[config.mk]
export PLATFORM = sky130hd
export DESIGN_NAME = tcdm_downcast_flat
export DESIGN_NICKNAME = d
export VERILOG_FILES = /design/src/rtl/tcdm_downcast_pkg.sv /design/src/rtl/tcdm_downcast_if.sv /design/src/rtl/tcdm_downcast.sv /design/src/flat_wrapper.sv
export SDC_FILE = /design/constraint.sdc
export NUM_CORES = 1
export LEC_CHECK = 0
export ABC_AREA = 1
export CORE_MARGIN = 10
export CORE_UTILIZATION = 45
export CTS_BUF_LIST = sky130_fd_sc_hd__clkbuf_8 sky130_fd_sc_hd__clkbuf_16
export DETAILED_ROUTE_END_ITERATION = 16
export PLACE_DENSITY_LB_ADDON = 0.15
export SLEW_MARGIN = 20
export SYNTH_ARGS = -nofsm -noshare
export SYNTH_HDL_FRONTEND = slang
export SYNTH_SLANG_ARGS = --single-unit
[constraint.sdc]
create_clock -name clk_i -period 5.9 [get_ports clk_i]
set_clock_uncertainty 0.05 [all_clocks]
set_input_delay 0.59 -clock clk_i [delete_from_list [all_inputs] [get_ports clk_i]]
set_output_delay 0.59 -clock clk_i [all_outputs]
set_load 0.03 [all_outputs]
[src/rtl/tcdm_downcast_pkg.sv]
// Shared types and elaboration helpers for the TCDM wide-to-narrow down-converter.
package tcdm_downcast_pkg;

  typedef enum logic [1:0] {
    StIdle,
    StIssue,
    StCollect,
    StResp
  } state_e;

  function automatic int unsigned calc_ratio(int unsigned wide_w, int unsigned narrow_w);
    return wide_w / narrow_w;
  endfunction

  // Counters must be able to hold the value Ratio itself, hence the extra bit.
  function automatic int unsigned cnt_width(int unsigned ratio);
    return $clog2(ratio) + 1;
  endfunction

  function automatic bit is_pow2(int unsigned v);
    return (v != 0) && ((v & (v - 1)) == 0);
  endfunction

endpackage

[src/rtl/tcdm_downcast_if.sv]
// TCDM request/response bundle; one instance per side of the converter.
interface tcdm_downcast_if #(
  parameter int unsigned AddrWidth = 32,
  parameter int unsigned DataWidth = 64
);
  localparam int unsigned BeWidth = DataWidth / 8;

  logic                 req;
  logic                 gnt;
  logic [AddrWidth-1:0] addr;
  logic                 wen;
  logic [BeWidth-1:0]   be;
  logic [DataWidth-1:0] data;
  logic                 r_valid;
  logic                 r_ready;
  logic [DataWidth-1:0] r_data;

  modport master (
    output req, addr, wen, be, data, r_ready,
    input  gnt, r_valid, r_data
  );

  modport slave (
    input  req, addr, wen, be, data, r_ready,
    output gnt, r_valid, r_data
  );

endinterface

[src/rtl/tcdm_downcast.sv]
// Serialises one wide TCDM op into Ratio narrow beats and reassembles read data.
module tcdm_downcast
  import tcdm_downcast_pkg::*;
#(
  parameter int unsigned WideWidth   = 64,
  parameter int unsigned NarrowWidth = 16,
  parameter int unsigned AddrWidth   = 32
) (
  input  logic            clk_i,
  input  logic            rst_i,
  tcdm_downcast_if.slave  wide,
  tcdm_downcast_if.master narrow
);

  localparam int unsigned Ratio       = calc_ratio(WideWidth, NarrowWidth);
  localparam int unsigned CntWidth    = cnt_width(Ratio);
  localparam int unsigned IdxWidth    = CntWidth - 1;
  localparam int unsigned WideBytes   = WideWidth / 8;
  localparam int unsigned NarrowBytes = NarrowWidth / 8;
  localparam int unsigned NarrowShift = $clog2(NarrowBytes);
  localparam logic [CntWidth-1:0] RatioCnt = CntWidth'(Ratio);

  if (!is_pow2(WideWidth) || !is_pow2(NarrowWidth) || Ratio < 2) begin : g_bad_params
    $fatal(1, "tcdm_downcast: widths must be powers of two with WideWidth >= 2*NarrowWidth");
  end

  state_e                state_q, state_d;
  logic [CntWidth-1:0]   issue_cnt_q, issue_cnt_d;
  logic [CntWidth-1:0]   rsp_cnt_q, rsp_cnt_d;
  logic [AddrWidth-1:0]  base_q, base_d;
  logic                  wen_q, wen_d;
  logic [WideBytes-1:0]  be_q, be_d;
  logic [WideWidth-1:0]  data_q, data_d;
  logic [WideWidth-1:0]  rdata_q, rdata_d;

  logic [IdxWidth-1:0]   beat_idx, rsp_idx;
  logic [CntWidth-1:0]   issue_next, rsp_cnt_inc;
  logic                  in_issue, n_fire, r_fire, issue_done;

  // First beat at or after `from` whose byte-enable slice is non-zero; Ratio if none remain.
  function automatic logic [CntWidth-1:0] next_wr_beat(logic [WideBytes-1:0] be,
                                                       logic [CntWidth-1:0]  from);
    logic [CntWidth-1:0] res;
    logic                found;
    res   = RatioCnt;
    found = 1'b0;
    for (int unsigned i = 0; i < Ratio; i++) begin
      if (!found && CntWidth'(i) >= from && |be[i*NarrowBytes +: NarrowBytes]) begin
        res   = CntWidth'(i);
        found = 1'b1;
      end
    end
    return res;
  endfunction

  assign beat_idx    = issue_cnt_q[IdxWidth-1:0];
  assign rsp_idx     = rsp_cnt_q[IdxWidth-1:0];
  assign in_issue    = (state_q == StIssue);
  assign n_fire      = narrow.req & narrow.gnt;
  assign r_fire      = narrow.r_valid & narrow.r_ready;
  assign rsp_cnt_inc = rsp_cnt_q + {{(CntWidth-1){1'b0}}, r_fire};
  // Reads walk every beat; writes jump over beats with no enabled bytes.
  assign issue_next  = wen_q ? next_wr_beat(be_q, issue_cnt_q + CntWidth'(1))
                             : issue_cnt_q + CntWidth'(1);
  assign issue_done  = (issue_next == RatioCnt);

  assign wide.gnt     = (state_q == StIdle) & wide.req;
  assign wide.r_valid = (state_q == StResp);
  assign wide.r_data  = rdata_q;

  assign narrow.req     = in_issue;
  assign narrow.wen     = in_issue & wen_q;
  assign narrow.addr    = in_issue ? base_q + (AddrWidth'(beat_idx) << NarrowShift) : '0;
  assign narrow.be      = in_issue ? be_q[beat_idx*NarrowBytes +: NarrowBytes] : '0;
  assign narrow.data    = in_issue ? data_q[beat_idx*NarrowWidth +: NarrowWidth] : '0;
  assign narrow.r_ready = ((state_q == StIssue) || (state_q == StCollect)) &&
                          (rsp_cnt_q < RatioCnt);

  always_comb begin
    state_d     = state_q;
    issue_cnt_d = issue_cnt_q;
    rsp_cnt_d   = rsp_cnt_q;
    base_d      = base_q;
    wen_d       = wen_q;
    be_d        = be_q;
    data_d      = data_q;
    rdata_d     = rdata_q;

    unique case (state_q)
      StIdle: begin
        if (wide.req) begin
          base_d      = wide.addr & ~AddrWidth'(WideBytes - 1);
          wen_d       = wide.wen;
          be_d        = wide.be;
          data_d      = wide.data;
          rsp_cnt_d   = '0;
          issue_cnt_d = wide.wen ? next_wr_beat(wide.be, '0) : '0;
          // A write with no enabled bytes is acknowledged without touching memory.
          if (!(wide.wen && (wide.be == '0))) begin
            state_d = StIssue;
          end
        end
      end
      StIssue: begin
        if (n_fire) begin
          issue_cnt_d = issue_next;
          if (issue_done) begin
            if (wen_q) begin
              state_d = StIdle;
            end else if (rsp_cnt_inc == RatioCnt) begin
              state_d = StResp;
            end else begin
              state_d = StCollect;
            end
          end
        end
      end
      StCollect: begin
        if (rsp_cnt_inc == RatioCnt) begin
          state_d = StResp;
        end
      end
      StResp: begin
        if (wide.r_ready) begin
          state_d = StIdle;
        end
      end
      default: state_d = StIdle;
    endcase

    if (r_fire) begin
      rdata_d[rsp_idx*NarrowWidth +: NarrowWidth] = narrow.r_data;
      rsp_cnt_d                                   = rsp_cnt_inc;
    end
  end

  always_ff @(posedge clk_i or posedge rst_i) begin
    if (rst_i) begin
      state_q     <= StIdle;
      issue_cnt_q <= '0;
      rsp_cnt_q   <= '0;
      base_q      <= '0;
      wen_q       <= 1'b0;
      be_q        <= '0;
      data_q      <= '0;
      rdata_q     <= '0;
    end else begin
      state_q     <= state_d;
      issue_cnt_q <= issue_cnt_d;
      rsp_cnt_q   <= rsp_cnt_d;
      base_q      <= base_d;
      wen_q       <= wen_d;
      be_q        <= be_d;
      data_q      <= data_d;
      rdata_q     <= rdata_d;
    end
  end

endmodule

[src/flat_wrapper.sv]
// flat-port wrapper written by rule: the top's interface ports become plain ports
module tcdm_downcast_flat import tcdm_downcast_pkg::*;
#(
  parameter int unsigned WideWidth   = 64,
  parameter int unsigned NarrowWidth = 16,
  parameter int unsigned AddrWidth   = 32
)
  (clk_i, rst_i, wide_req, wide_addr, wide_wen, wide_be, wide_data, wide_r_ready, wide_gnt, wide_r_valid, wide_r_data, narrow_req, narrow_addr, narrow_wen, narrow_be, narrow_data, narrow_r_ready, narrow_gnt, narrow_r_valid, narrow_r_data);
  tcdm_downcast_if #(.AddrWidth(AddrWidth), .DataWidth(64)) wide_i ();
  tcdm_downcast_if #(.AddrWidth(AddrWidth), .DataWidth(16)) narrow_i ();
  input  logic clk_i;
  input  logic rst_i;
  input wire logic [$bits(wide_i.req)-1:0] wide_req;
  input wire logic [$bits(wide_i.addr)-1:0] wide_addr;
  input wire logic [$bits(wide_i.wen)-1:0] wide_wen;
  input wire logic [$bits(wide_i.be)-1:0] wide_be;
  input wire logic [$bits(wide_i.data)-1:0] wide_data;
  input wire logic [$bits(wide_i.r_ready)-1:0] wide_r_ready;
  output wire logic [$bits(wide_i.gnt)-1:0] wide_gnt;
  output wire logic [$bits(wide_i.r_valid)-1:0] wide_r_valid;
  output wire logic [$bits(wide_i.r_data)-1:0] wide_r_data;
  output wire logic [$bits(narrow_i.req)-1:0] narrow_req;
  output wire logic [$bits(narrow_i.addr)-1:0] narrow_addr;
  output wire logic [$bits(narrow_i.wen)-1:0] narrow_wen;
  output wire logic [$bits(narrow_i.be)-1:0] narrow_be;
  output wire logic [$bits(narrow_i.data)-1:0] narrow_data;
  output wire logic [$bits(narrow_i.r_ready)-1:0] narrow_r_ready;
  input wire logic [$bits(narrow_i.gnt)-1:0] narrow_gnt;
  input wire logic [$bits(narrow_i.r_valid)-1:0] narrow_r_valid;
  input wire logic [$bits(narrow_i.r_data)-1:0] narrow_r_data;
  assign wide_i.req = wide_req;
  assign wide_i.addr = wide_addr;
  assign wide_i.wen = wide_wen;
  assign wide_i.be = wide_be;
  assign wide_i.data = wide_data;
  assign wide_i.r_ready = wide_r_ready;
  assign wide_gnt = wide_i.gnt;
  assign wide_r_valid = wide_i.r_valid;
  assign wide_r_data = wide_i.r_data;
  assign narrow_req = narrow_i.req;
  assign narrow_addr = narrow_i.addr;
  assign narrow_wen = narrow_i.wen;
  assign narrow_be = narrow_i.be;
  assign narrow_data = narrow_i.data;
  assign narrow_r_ready = narrow_i.r_ready;
  assign narrow_i.gnt = narrow_gnt;
  assign narrow_i.r_valid = narrow_r_valid;
  assign narrow_i.r_data = narrow_r_data;
  tcdm_downcast #(.WideWidth(WideWidth), .NarrowWidth(NarrowWidth), .AddrWidth(AddrWidth)) u_core (.clk_i(clk_i), .rst_i(rst_i), .wide(wide_i), .narrow(narrow_i));
endmodule
# [Yosys cells after proc, flatten, opt, wreduce, memory -nomap -nowiden]
# Cells that the tools add are included.
[totals] word_cells=113 output_inout_bits=119 register_bits=174 input_bits=127
[classes] add_sub_neg=4 shifts=4 eq_ne=11 n_lt_le_gt_ge=5 bitwise_logic=4 n_reduce_logical=36 mux=41
[ops] cell="64-bit bitwise mux" n=1
[ops] cell="16-bit by 34-bit variable shift with 64-bit output, first input constant" n=1
[ops] cell="16-bit by 34-bit variable part select with 64-bit output" n=1
[ops] cell="64-bit by 7-bit variable part select with 16-bit output" n=1
[ops] cell="3-bit 2-to-1 mux" n=15
[ops] cell="6-bit negator with 34-bit output" n=1
[ops] cell="32-bit by 3-bit adder with 32-bit output" n=1
[ops] cell="32-bit 2-to-1 mux" n=1
[ops] cell="16-bit 2-to-1 mux" n=1
[ops] cell="2-bit 2-to-1 mux" n=8
[ops] cell="2-bit OR reduction" n=8
[ops] cell="1-bit 2-to-1 mux" n=13
[ops] cell="1-bit logical AND" n=12
[ops] cell="2-bit != test, second input constant" n=6
[ops] cell="8-bit zero test" n=1
[ops] cell="2-bit one-hot mux with 4 select lines" n=1
[ops] cell="8-bit by 4-bit variable part select with 2-bit output" n=1
[ops] cell="3-bit == test, second input constant" n=2
[ops] cell="1-bit by 3-bit greater-or-equal comparator with 1-bit output, first input constant" n=2
[ops] cell="2-bit by 3-bit greater-or-equal comparator with 1-bit output, first input constant" n=2
[ops] cell="1-bit zero test" n=6
[ops] cell="3-bit one-hot mux with 2 select lines" n=1
[ops] cell="6-bit AND reduction" n=1
[ops] cell="2-bit nonzero test" n=3
[ops] cell="other kinds (10)" n=15

# [Logic depth before layout (Yosys ltp)]
[depth] ltp_word=21 depth_mapped=20 depth_no_buf=19

# [Worst setup path after synthesis]
# No wires, ideal clock.
[synth_path] path_type="register to register" from="register u_core.state_q[0]" to="register u_core.state_q[0]" slack_ns=3.009 arrival_time_ns=2.719 path_stages_with_launch=20 required_time_ns=5.729 setup_ns=0.121 path_buffers=1 period_less_slack_ns=2.891 cell_sequence="dfrtp_1 -> inv_1 -> ha_1 -> inv_1 -> nor2_2 -> nand2_4 -> clkbuf_1 -> inv_1 -> ha_1 -> ha_1 -> inv_1 -> nand4_1 -> nand2_1 -> inv_2 -> nor2_2 -> inv_2 -> nor2_4 -> nand3_1 -> nand2_1 -> o21ai_1"
[synth_via] elab_chain_cells=11 elab_cells_between_ends=22 classes_between="add/sub: 1; eq/ne: 10; mux: 5; bitwise: 2; reduce/logical: 4"
[synth_rtl] item="start, declared" line="tcdm_downcast.sv:27" source="state_e state_q, state_d;"
[synth_rtl] item="start signal, assigned" line="tcdm_downcast.sv:139" source="state_q <= StIdle;"
[synth_rtl] item="start signal, assigned" line="tcdm_downcast.sv:148" source="state_q <= state_d;"
[synth_rtl] item="2-bit by 1-bit == test with 1-bit output or 2-bit == test (tied branches)" line="tcdm_downcast.sv:76" source="assign narrow.r_ready = ((state_q == StIssue) || (state_q == StCollect)) &&"
[synth_rtl] item="1-bit logical OR *" line="tcdm_downcast.sv:76"
[synth_rtl] item="1-bit logical AND *" line="tcdm_downcast.sv:76"
[synth_rtl] item="named net narrow_r_ready" line="flat_wrapper.sv:27" source="output wire logic [$bits(narrow_i.r_ready)-1:0] narrow_r_ready;"
[synth_rtl] item="1-bit bitwise AND *" line="tcdm_downcast.sv:60" source="assign r_fire = narrow.r_valid & narrow.r_ready;"
[synth_rtl] item="3-bit by 1-bit adder with 3-bit output *" line="tcdm_downcast.sv:61" source="assign rsp_cnt_inc = rsp_cnt_q + {{(CntWidth-1){1'b0}}, r_fire};"
[synth_rtl] item="3-bit == test *" line="tcdm_downcast.sv:110, tcdm_downcast.sv:119"
[synth_rtl] item="1-bit 2-to-1 mux" line="tcdm_downcast.sv:110" source="end else if (rsp_cnt_inc == RatioCnt) begin"
[synth_rtl] item="2-bit 2-to-1 mux" line="tcdm_downcast.sv:108" source="if (wen_q) begin"
[synth_rtl] item="2-bit 2-to-1 mux" line="tcdm_downcast.sv:107" source="if (issue_done) begin"
[synth_rtl] item="2-bit 2-to-1 mux" line="tcdm_downcast.sv:105" source="if (n_fire) begin"
[synth_rtl] item="2-bit one-hot mux with 4 select lines" line="tcdm_downcast.sv:89" source="unique case (state_q)"
# Mark *: on every way through the listed nets, which the timed path passes. The rest lies on a longest branch. The select of a mux whose other input is x is not followed.
# A chain may end at the register's enable or synchronous reset.

==> impl_metrics.yaml <==
status:
  status: "completed"
clock_network:
  cts_hold_repair.buffers: 0
  cts_sinks: 174
  cts_resized: 0
  cts_tree: "built"
  clk_pin_slew_ns: 0.07
  cts_setup_buffers: 0
  insertion_delay_ns: 0.42
  clock_path_buffers: 2
  root_buffer: "clkbuf_16"
  htree_levels: 4
  cts_buffers: 17
yosys:
  synth_most_common_cell: "nand2_1"
  ys_warn_count: 0
  avgSynthCellArea_um2: 7.74
  yosysSeqAreaShare_pct: 51.8
  synth_nets: 1227
  synth_ff_type: "dfrtp_1"
  synth_common_cells: "nand2_1 (403), dfrtp_1 (174), inv_1 (99)"
  yosysTopAreaCell: "dfrtp_1"
  syn_inst: 1086
  ys_seq_elements: 174
  synth_enable_flop_cells: 0
  synthArstFlopShare_pct: 100
  synth_area_leaders: "dfrtp_1 (52%), nand2_1 (18%), o21ai_0 (4.6%)"
  synth_cell_type_count: 29
  synth_area_mm2: 0.00841
  synth_top_area_share_pct: 51.8
floorplanning:
  initial_core_util_pct: 46.3
  die_x_um: 157
  boundaryPins: 246
  design.core.area_mm2: 0.0181
  die_area_mm2: 0.0245
  rows: 49
  die_height_um: 157
timing:
  finalSetupTns_ns: 0
  setup_viol: 0
  finalCriticalPeriod_ns: 3.51
  hold_viol_final: 0
  rsz0062_at_grt: "no"
  min_period_over_period_pct: 59.6
  drv_slew: 0
  slew_headroom_pct: 34.8
  clock.fmax_mhz: 285
  tightest_slew_ns: 0.978
  holdWs_ns: 0.427
worst_hold_path:
  min_path_type: "register to register"
route:
  routedWlPerCell_um: 17.0
  first_pass_iters: 5
  drc: 0
  antenna_left: 0
  drtIter0Drc: 647
  totalWireLength_mm: 26.1
  num_vias: 7766
  vias_per_cell: 5.08
finish:
  num-nets-final: 1427
  area_delta_synth_final_pct: 36.4
  drive_above_1_share_pct: 5.23
  utilization_pct: 63.2
global_route:
  grt_max_degree: 115
  grt_pass1_wl_mm: 41.5
  grt_overflow_total: 0
  grt_pass1_vias: 7678
  grtUsageTotal_pct: 21.1
  antenna_found_initial: 1
power:
  p_per_area_mw_per_mm2: 523
  p_leak_nw: 5.87
  vdd_drop_max_uv: 393
worst_setup_path:
  endpoint: "narrow_be[0]"
  start_kind: "register"
  reg2reg_from: "u_core.state_q[0]"
  crit_fanout: 35
  cp-end-kind: "output port"
  worstSetupPathType: "register to output port"
  rr_endpoint: "u_core.state_q[0]"
  r2r_cells: 18
  arrival_ns: 2.87
  r2r_slack_ns: 2.70
  worstPathRequired_ns: 5.26
placement:
  place.detailed.hpwl_mm: 17.9
  port_buffers: 241
  gp_congestion: 0.867
flow_run:
  maxCapViolations: 0
kinds of logic after synthesis:
kind of cell / count (synthesis) / synth area share [%]
compound gates: 162 / 10.3
fa+ha+maj: 14 / 2.08
other cells: 1 / 0.0446
buf+inv: 176 / 8.41
simple gates: 559 / 27.3
flops: 174 / 51.8
critical path, stage by stage (launching register included):
cell	delay (ns)
dfrtp_1	0.42
inv_1	0.11
ha_1	0.15
buf_4	0.34
clkinv_2	0.41
a21oi_1	0.26
clkdlybuf4s50_1	0.73
how the worst min path moves through the flow:
stage | start | endpoint | slack, ns | cells after the start
2_1_floorplan | u_core.data_q[16] | u_core.data_q[16] | 0.39 | 2
3_3_place_gp | u_core.data_q[18] | u_core.data_q[18] | 0.41 | 2
3_5_place_dp | u_core.data_q[24] | u_core.data_q[24] | 0.41 | 2
4_1_cts | u_core.data_q[17] | u_core.data_q[17] | 0.43 | 2
5_1_grt | u_core.data_q[19] | u_core.data_q[19] | 0.45 | 2
6_report | u_core.data_q[17] | u_core.data_q[17] | 0.43 | 2
per-layer routing:
metal  GRT usage (%)  vias up  part of all wire [%]
met5               0        -                     0
met3            8.50       28                   9.5
met4            5.93        0                   1.6
met2            33.5      252                    46
met1            26.1     3669                    43
li1                -     3817                     -
layout by cell type (no fill, tap or decap):
cell type / n
clkbuf_16: 17
clkinv_8: 1
clkinv_4: 2
buf_6: 1
nor3_1: 1
o22ai_1: 4
ha_1: 14
clkinv_2: 2
nand2_2: 5
nand4_1: 35
nand2_1: 402
inv_6: 6
nor2_2: 4
nand3_1: 37
o21ai_1: 35
dfrtp_2: 1
inv_2: 7
inv_8: 5
clkdlybuf4s50_1: 241
conb_1: 1
o211ai_1: 17
a21oi_1: 25
buf_4: 7
o21ai_2: 1
diode_2: 1
nor2_1: 68
inv_1: 98
nand2_4: 1
clkbuf_8: 1
a31oi_1: 1
o21ai_0: 78
dfrtp_1: 173
or2_1: 1
a21oi_2: 1
nor2_4: 5
clkinvlp_4: 1
flip-flops by register name, summed over array words and instances (netlist names), named ones only:
name                count
u_core.data_q          64
u_core.be_q             8
u_core.issue_cnt_q      3
u_core.base_q          29
u_core.wen_q            1
u_core.rsp_cnt_q        3
u_core.wide.r_data     64
u_core.state_q          1
power by group:
part	leakage (nW)	total [W]	internal, W	switching (W)
clock network	0.285	0.00112	0.000577	0.000542
registers	2.24	0.00185	0.00162	0.000231
logic	3.34	0.00302	0.000982	0.00204
cell type report:
class                      count  area (um2)
sequential                   174        4360
tap                          229         287
clock inverter                14         141
inverter                     108         413
fill                        1599        6680
timing repair buffer         249        2480
antenna                        1        2.50
multi-input combinational    736        3350
clock buffer                  18         439
stage by stage:
stage / worst slack, ns / total power (W) / instances / area, um2
after floorplan: 0.543 / 0.00386 / 1086 / 8410
after global placement: 2.64 / 0.00484 / 1496 / 10900
after detailed placement: 2.60 / 0.00488 / 1496 / 10900
after CTS: 2.36 / 0.00602 / 1528 / 11500
after global routing: 2.22 / 0.00644 / 1529 / 11500
final: 2.39 / 0.00599 / 1529 / 11500
Note: power is estimated with default switching activity, not from simulation.
